`src/rtl/irq_request_latch.sv`:
```
// -----------------------------------------------------------------------------
// irq_request_latch
//   Request-capture stage that feeds a priority encoder. Each raw asynchronous
//   request line goes through its own synchroniser. The block then detects an
//   event on the line: a rising edge, or simply a high level when edge
//   detection is off. Each event is held as a pending bit until the consumer
//   acknowledges that bit's index. The masked pending vector and its OR-reduce
//   drive the encoder's D/en inputs directly.
//
// Parameters
//   N_REQ        number of request lines (>= 2)
//   SYNC_STAGES  synchroniser depth per line (2 or 3)
//   EDGE_MODE    1 = rising-edge capture, 0 = level capture
//
// Ports
//   clk       rising-edge clock
//   rst       asynchronous active-high reset
//   req_in    raw asynchronous request lines
//   mask      1 hides a bit from D/en; the pending state is kept
//   ack       one-cycle pulse: request ack_id has been serviced
//   ack_id    index being acknowledged (encoder y output)
//   ovf_clr   clears all overflow flags
//   D         pending & ~mask, to the encoder D input
//   en        |D, to the encoder enable
//   pending   raw pending register
//   overflow  sticky per-bit flag: an edge arrived while the bit was pending
// -----------------------------------------------------------------------------
module irq_request_latch #(
  parameter int N_REQ       = 4,
  parameter int SYNC_STAGES = 2,
  parameter bit EDGE_MODE   = 1'b1
) (
  input  logic                     clk,
  input  logic                     rst,
  input  logic [N_REQ-1:0]         req_in,
  input  logic [N_REQ-1:0]         mask,
  input  logic                     ack,
  input  logic [$clog2(N_REQ)-1:0] ack_id,
  input  logic                     ovf_clr,
  output logic [N_REQ-1:0]         D,
  output logic                     en,
  output logic [N_REQ-1:0]         pending,
  output logic [N_REQ-1:0]         overflow
);

  localparam int AW = $clog2(N_REQ);

  logic [SYNC_STAGES-1:0][N_REQ-1:0] sync_q, sync_d;
  logic [N_REQ-1:0] prev_q, prev_d;
  logic [N_REQ-1:0] pending_q, pending_d;
  logic [N_REQ-1:0] overflow_q, overflow_d;
  logic [N_REQ-1:0] s;
  logic [N_REQ-1:0] ev;
  logic [N_REQ-1:0] clr;
  logic [N_REQ-1:0] ovf_set;

  // Synchroniser chain: stage 0 samples the raw lines, and the last stage is
  // the first value that is safe to use.
  always_comb begin
    sync_d    = sync_q;
    sync_d[0] = req_in;
    for (int st = 1; st < SYNC_STAGES; st++) begin
      sync_d[st] = sync_q[st-1];
    end
  end

  assign s      = sync_q[SYNC_STAGES-1];
  assign prev_d = s;

  always_comb begin
    ev = '0;
    if (EDGE_MODE) begin
      ev = s & ~prev_q;
    end else begin
      ev = s;
    end
  end

  // An ack_id outside 0..N_REQ-1 matches no bit, so it is ignored.
  always_comb begin
    clr = '0;
    for (int i = 0; i < N_REQ; i++) begin
      clr[i] = ack && (ack_id == AW'(i));
    end
  end

  // The set term has priority over the clear term, so an event that arrives
  // in the same cycle as its ack is kept. In level mode this means that an
  // ack on a line that is still high is immediately undone by the level.
  assign pending_d = (pending_q & ~clr) | ev;

  // An edge only counts as lost when it lands on a bit that is pending and
  // is not being cleared in that same cycle. A new set has priority over
  // ovf_clr.
  always_comb begin
    ovf_set = '0;
    if (EDGE_MODE) begin
      ovf_set = ev & pending_q & ~clr;
    end
  end

  assign overflow_d = (ovf_clr ? '0 : overflow_q) | ovf_set;

  always_ff @(posedge clk or posedge rst) begin
    if (rst) begin
      sync_q     <= '0;
      prev_q     <= '0;
      pending_q  <= '0;
      overflow_q <= '0;
    end else begin
      sync_q     <= sync_d;
      prev_q     <= prev_d;
      pending_q  <= pending_d;
      overflow_q <= overflow_d;
    end
  end

  // D is combinational from the mask so that unmasking takes effect at once.
  assign D        = pending_q & ~mask;
  assign en       = |D;
  assign pending  = pending_q;
  assign overflow = overflow_q;

endmodule

```
`config.mk`:
```
export PLATFORM = sky130hd
export DESIGN_NAME = irq_request_latch
export DESIGN_NICKNAME = d
export VERILOG_FILES = /design/src/rtl/irq_request_latch.sv
export SDC_FILE = /design/constraint.sdc
export NUM_CORES = 1
export LEC_CHECK = 0
export ABC_AREA = 1
export BUFFER_PORTS_ARGS = -buffer_cell sky130_fd_sc_hd__buf_2
export CAP_MARGIN = 20
export CORE_UTILIZATION = 45
export DETAILED_ROUTE_END_ITERATION = 8
export GPL_TIMING_DRIVEN = 0
export PLACE_DENSITY = 0.75
export REMOVE_ABC_BUFFERS = 1
export SLEW_MARGIN = 25
export SYNTH_ARGS = -nofsm -noshare
export SYNTH_HDL_FRONTEND = slang
export SYNTH_SLANG_ARGS = --single-unit
```
`constraint.sdc`:
```
create_clock -name clk -period 0.8 [get_ports clk]
set_clock_uncertainty 0.05 [all_clocks]
set_input_delay 0.2 -clock clk [delete_from_list [all_inputs] [get_ports clk]]
set_output_delay 0.2 -clock clk [all_outputs]
set_load 0.005 [all_outputs]
```
# After elaboration in Yosys (flattened, before gate mapping)
# Index checks and enable logic that the tools add are counted.
[classes]
bitwise = 10
muxes = 1
reduce_logical = 6
eq_ne = 3
[op_table]
columns = ["op", "count"]
rows = [
  ["4-bit bitwise AND", 5],
  ["4-bit inverter", 3],
  ["4-bit bitwise OR", 2],
  ["2-bit == test (second input constant)", 2],
  ["1-bit logical AND", 4],
  ["4-bit 2-to-1 mux", 1],
  ["4-bit OR reduction", 1],
  ["2-bit by 1-bit == test with 1-bit output (second input constant)", 1],
  ["2-bit zero test", 1],
]
[totals]
output_inout_bits = 13
inputBits = 14
elab_cells = 25
register_bits = 20

# Depth between registers and ports, before layout
[depth]
word_depth = 5
mapped_depth = 5
ltp_nobuf = 5

# Worst setup path after synthesis
# Ideal clock, no wire load.
[synth_path]
path_type = "reg-to-output"
from = "reg pending_q[3] (netlist: pending[3])"
to = "out en"
setup_slack_ns = -0.033
path_stages_with_launch = 3
arrival_ns = 0.583
path_cell_list = "dfrtp_1 nand2_1 nand4_1"
[synth_via]
elab_chain_len = 2
[synth_rtl]
columns = ["element", "line", "text"]
rows = [
  ["start: declaration", "50", "logic [N_REQ-1:0] pending_q, pending_d;"],
  ["start signal: assignment", "113", "pending_q <= pending_d;"],
  ["4-bit bitwise AND", "119", "assign D = pending_q & ~mask;"],
  ["4-bit OR reduction", "120", "assign en = |D;"],
  ["end: declaration", "41", "output logic en,"],
]
# No other way between the ends.

# Final worst setup path
[layout_path]
from = "reg pending_q[2] (netlist: pending[2])"
to = "out en"
# The elaborated chain is that of the path after synthesis.

==> impl_table.tex <==
\begin{tabular}{lr}
\hline
Metric & Value \\
\hline
\multicolumn{2}{l}{\textbf{Status}} \\
Run status & complete, but fails checks \\
Violated checks & hold timing, setup timing \\
\multicolumn{2}{l}{\textbf{Finish}} \\
Net count of the finished layout & 132 \\
Count of non-filler cells in the finished layout & 133 \\
Total inserted antenna cells & 0 \\
Commonest non-fill, non-tap cells in the layout & 23 x sky130\_fd\_sc\_hd\_\_buf\_2, 22 x sky130\_fd\_sc\_hd\_\_nand2\_1, 20 x sky130\_fd\_sc\_hd\_\_dfrtp\_1 \\
Most common cell after layout, fill and taps aside & sky130\_fd\_sc\_hd\_\_buf\_2 \\
Synthesis-to-layout area growth & 48.7\% \\
Number of filler instances in the final layout & 103 \\
Finished layout cell area & 1070 um2 \\
Fraction of final layout cells with drive strength greater than 1 & 0.393 \\
\multicolumn{2}{l}{\textbf{Die}} \\
Standard-cell rows & 14 \\
Count of boundary I/O pins & 27 \\
Area enclosed by the die boundary & 1760 um2 \\
Initial Util & 0.482 \\
Area of the core region & 1490 um2 \\
Die Span X & 41.9 um \\
Height of the die & 41.9 um \\
\multicolumn{2}{l}{\textbf{Routing}} \\
Total number of vias & 577 \\
DRT iter0 DRCs & 5 \\
Via/cell ratio & 4.34 \\
1st-pass router iterations & 4 \\
Remaining routing DRC violations & 0 \\
Total Wirelength & 1330 um \\
Routed wirelength normalized by instance count & 9.96 um \\
Antenna-violating nets left & 0 \\
\multicolumn{2}{l}{\textbf{Clock tree}} \\
TritonCTS clock tree & done \\
Clock tree sinks & 20 \\
Clock input transition at the sequential cells of the worst setup and hold paths & 0.11 ns \\
Clock insertion delay at the later pin of the skew report & 0.29 ns \\
Cts bufs inserted & 3 \\
Clock Root Buffer & sky130\_fd\_sc\_hd\_\_clkbuf\_4 \\
Clock Path Buffers & 2 \\
Cts hold-fix bufs & 4 \\
H-tree Lvls & 1 \\
\multicolumn{2}{l}{\textbf{Global routing}} \\
Global-route wire length before repair & 2130 um \\
Antenna violations before repair & 0 \\
Global route total overflow & 0 \\
Global routing usage summed across all routing layers & 0.168 \\
Largest net degree at the start of global routing & 21 \\
Vias in the first global route & 555 \\
\multicolumn{2}{l}{\textbf{Placement}} \\
Number of input and output port buffers inserted & 26 \\
Place WS & -0.163 ns \\
Half-perimeter wire length after detailed placement & 878 um \\
Cell area reported after detailed placement & 867 um2 \\
Placed cells & 117 \\
Gp weighted congestion & 0.726 \\
\multicolumn{2}{l}{\textbf{Power}} \\
Leakage power & 0.633 nW \\
Clock share of power & 0.346 \\
Share of total power in sequential cells & 0.489 \\
Fraction of power spent switching nets & 0.214 \\
Worst vdd ir & 0.00204 V \\
Net switching component of the power & 0.491 mW \\
P per Cell Area & 2150 nW/um2 \\
Internal Dissipation & 1.80 mW \\
Logic pwr share & 0.165 \\
\multicolumn{2}{l}{\textbf{Synthesis}} \\
Synth top area cells & sky130\_fd\_sc\_hd\_\_dfrtp\_1 70\%, sky130\_fd\_sc\_hd\_\_nand2\_1 13\%, sky130\_fd\_sc\_hd\_\_inv\_1 9.9\%, sky130\_fd\_sc\_hd\_\_nand3\_1 3.5\%, sky130\_fd\_sc\_hd\_\_nor2\_1 2.1\% \\
Cells after Synth & 75 \\
Sequential-to-total area share from yosys stat & 0.698 \\
Warnings, synthesis & 0 \\
Yosys top cell area share & 0.698 \\
Biggest area consumer among synthesized cells & sky130\_fd\_sc\_hd\_\_dfrtp\_1 \\
Number of synthesized register bits & 20 \\
Synth Cell Area & 717 um2 \\
Synthesized area per cell & 9.56 um2 \\
Number of distinct library cells after synthesis & 7 \\
\multicolumn{2}{l}{\textbf{STA}} \\
Worst slew margin relative to its limit & 0.528 \\
Total negative slack for setup checks & -5.11 ns \\
Slew of the pin with the lowest slew margin & 0.707 ns \\
Maximum clock rate & 800 MHz \\
RSZ-0062 raised after global routing & yes \\
Max-slew violations & 0 \\
Count of endpoints failing hold in the final timing report & 20 \\
Final worst-path setup slack & -0.450 ns \\
Period minus WS final & 1.25 ns \\
Portion of the clock cycle consumed by the worst path in the final layout & 1.56 \\
Hold slack final & -0.0500 ns \\
Setup violation total in the final timing report & 20 \\
\multicolumn{2}{l}{\textbf{Critical path}} \\
Highest net fanout along the worst path & 2 \\
Arrival time of data at the critical path endpoint & 1.00 ns \\
Data required time at the worst endpoint & 0.55 ns \\
Crit path capture type & output pin \\
Critical path class & reg -> out \\
Type of origin of the critical path & flop \\
\multicolumn{2}{l}{\textbf{Worst hold path}} \\
Kind of path behind the tightest hold check & in -> async \\
\multicolumn{2}{l}{\textbf{Flow run}} \\
Count of max-cap constraint violations & 0 \\
\hline
\end{tabular}
power groups by stage:
stage,clock network [mW],logic [mW],registers [mW]
after global routing,0.880,0.419,1.13
after global placement,0,0.225,1.15
after CTS,0.820,0.311,1.12
after floorplan,0,0.109,1.15
after detailed placement,0,0.234,1.15
final,0.793,0.379,1.12
sequential cells by signal, indices dropped and copies added, names as in the netlist:
signal	flops
prev_q	4
pending	4
prev_d	4
overflow	4
sync_d	4
area by class of cell:
type | count | area (um2) | share of cell area
clock buffer | 3 | 22.5 | 0.0211
clock inverter | 1 | 30.0 | 0.0282
inverter | 19 | 71.3 | 0.0669
multi-input combinational | 36 | 158 | 0.148
sequential | 20 | 500 | 0.469
tap | 16 | 20.0 | 0.0188
timing repair buffer | 38 | 264 | 0.248
metrics by stage:
step / power, mW / util
3_5_place_dp: 1.38 / 0.582
2_1_floorplan: 1.26 / -
4_1_cts: 2.25 / 0.676
3_3_place_gp: 1.37 / 0.582
5_1_grt: 2.43 / 0.716
6_report: 2.29 / 0.716
path summary, 6_finish.rpt:
| kind | from | end | slack (ns) | cells past startpoint |
|---|---|---|---|---|
| min in group clk | ovf_clr | overflow[2]$_DFF_PP0_ | 0.15 | 4 |
| worst min register to register | sync_d[5]$_DFF_PP0_ | prev_d[1]$_DFF_PP0_ | 0.30 | 0 |
| worst min-delay path | rst | prev_d[1]$_DFF_PP0_ | -0.05 | 2 |
| worst max-delay path | pending[2]$_DFF_PP0_ | en | -0.45 | 3 |
| worst max register to register | pending[2]$_DFF_PP0_ | overflow[2]$_DFF_PP0_ | -0.16 | 6 |
| max in group asynchronous | rst | overflow[1]$_DFF_PP0_ | 0.30 | 2 |
critical path: stages (launching register included):
cell,delay [ns]
sky130_fd_sc_hd__dfrtp_1,0.41
sky130_fd_sc_hd__nand2_1,0.09
sky130_fd_sc_hd__nand4_1,0.08
sky130_fd_sc_hd__buf_2,0.13
routing by layer:
metal	wire, um	vias to the layer above	share of wire	track usage
met5	0	-	0	0
met4	15	0	0.011	0.116
met3	87	2	0.066	0.0478
met2	634	23	0.48	0.281
met1	587	250	0.44	0.182
li1	-	302	-	-
cells by family after synthesis:
| group | share of synthesized area |
|---|---|
| compound gates | 0.00697 |
| flops | 0.698 |
| buf+inv | 0.0995 |
| simple gates | 0.195 |
cell usage after synthesis:
library cell,number
sky130_fd_sc_hd__dfrtp_1,20
sky130_fd_sc_hd__inv_1,19
sky130_fd_sc_hd__nand2_1,25
sky130_fd_sc_hd__nor2_1,4
sky130_fd_sc_hd__o21ai_1,1
sky130_fd_sc_hd__nand4_1,1
sky130_fd_sc_hd__nand3_1,5
what timing repair did:
action,4_1_cts,5_1_grt
endpoints found under the setup margin,13,21
hold endpoints to repair,24,12
gates resized for setup,3,12
pin swaps,5,4
buffers inserted,5,3
Power figures use the tool's default switching activity.
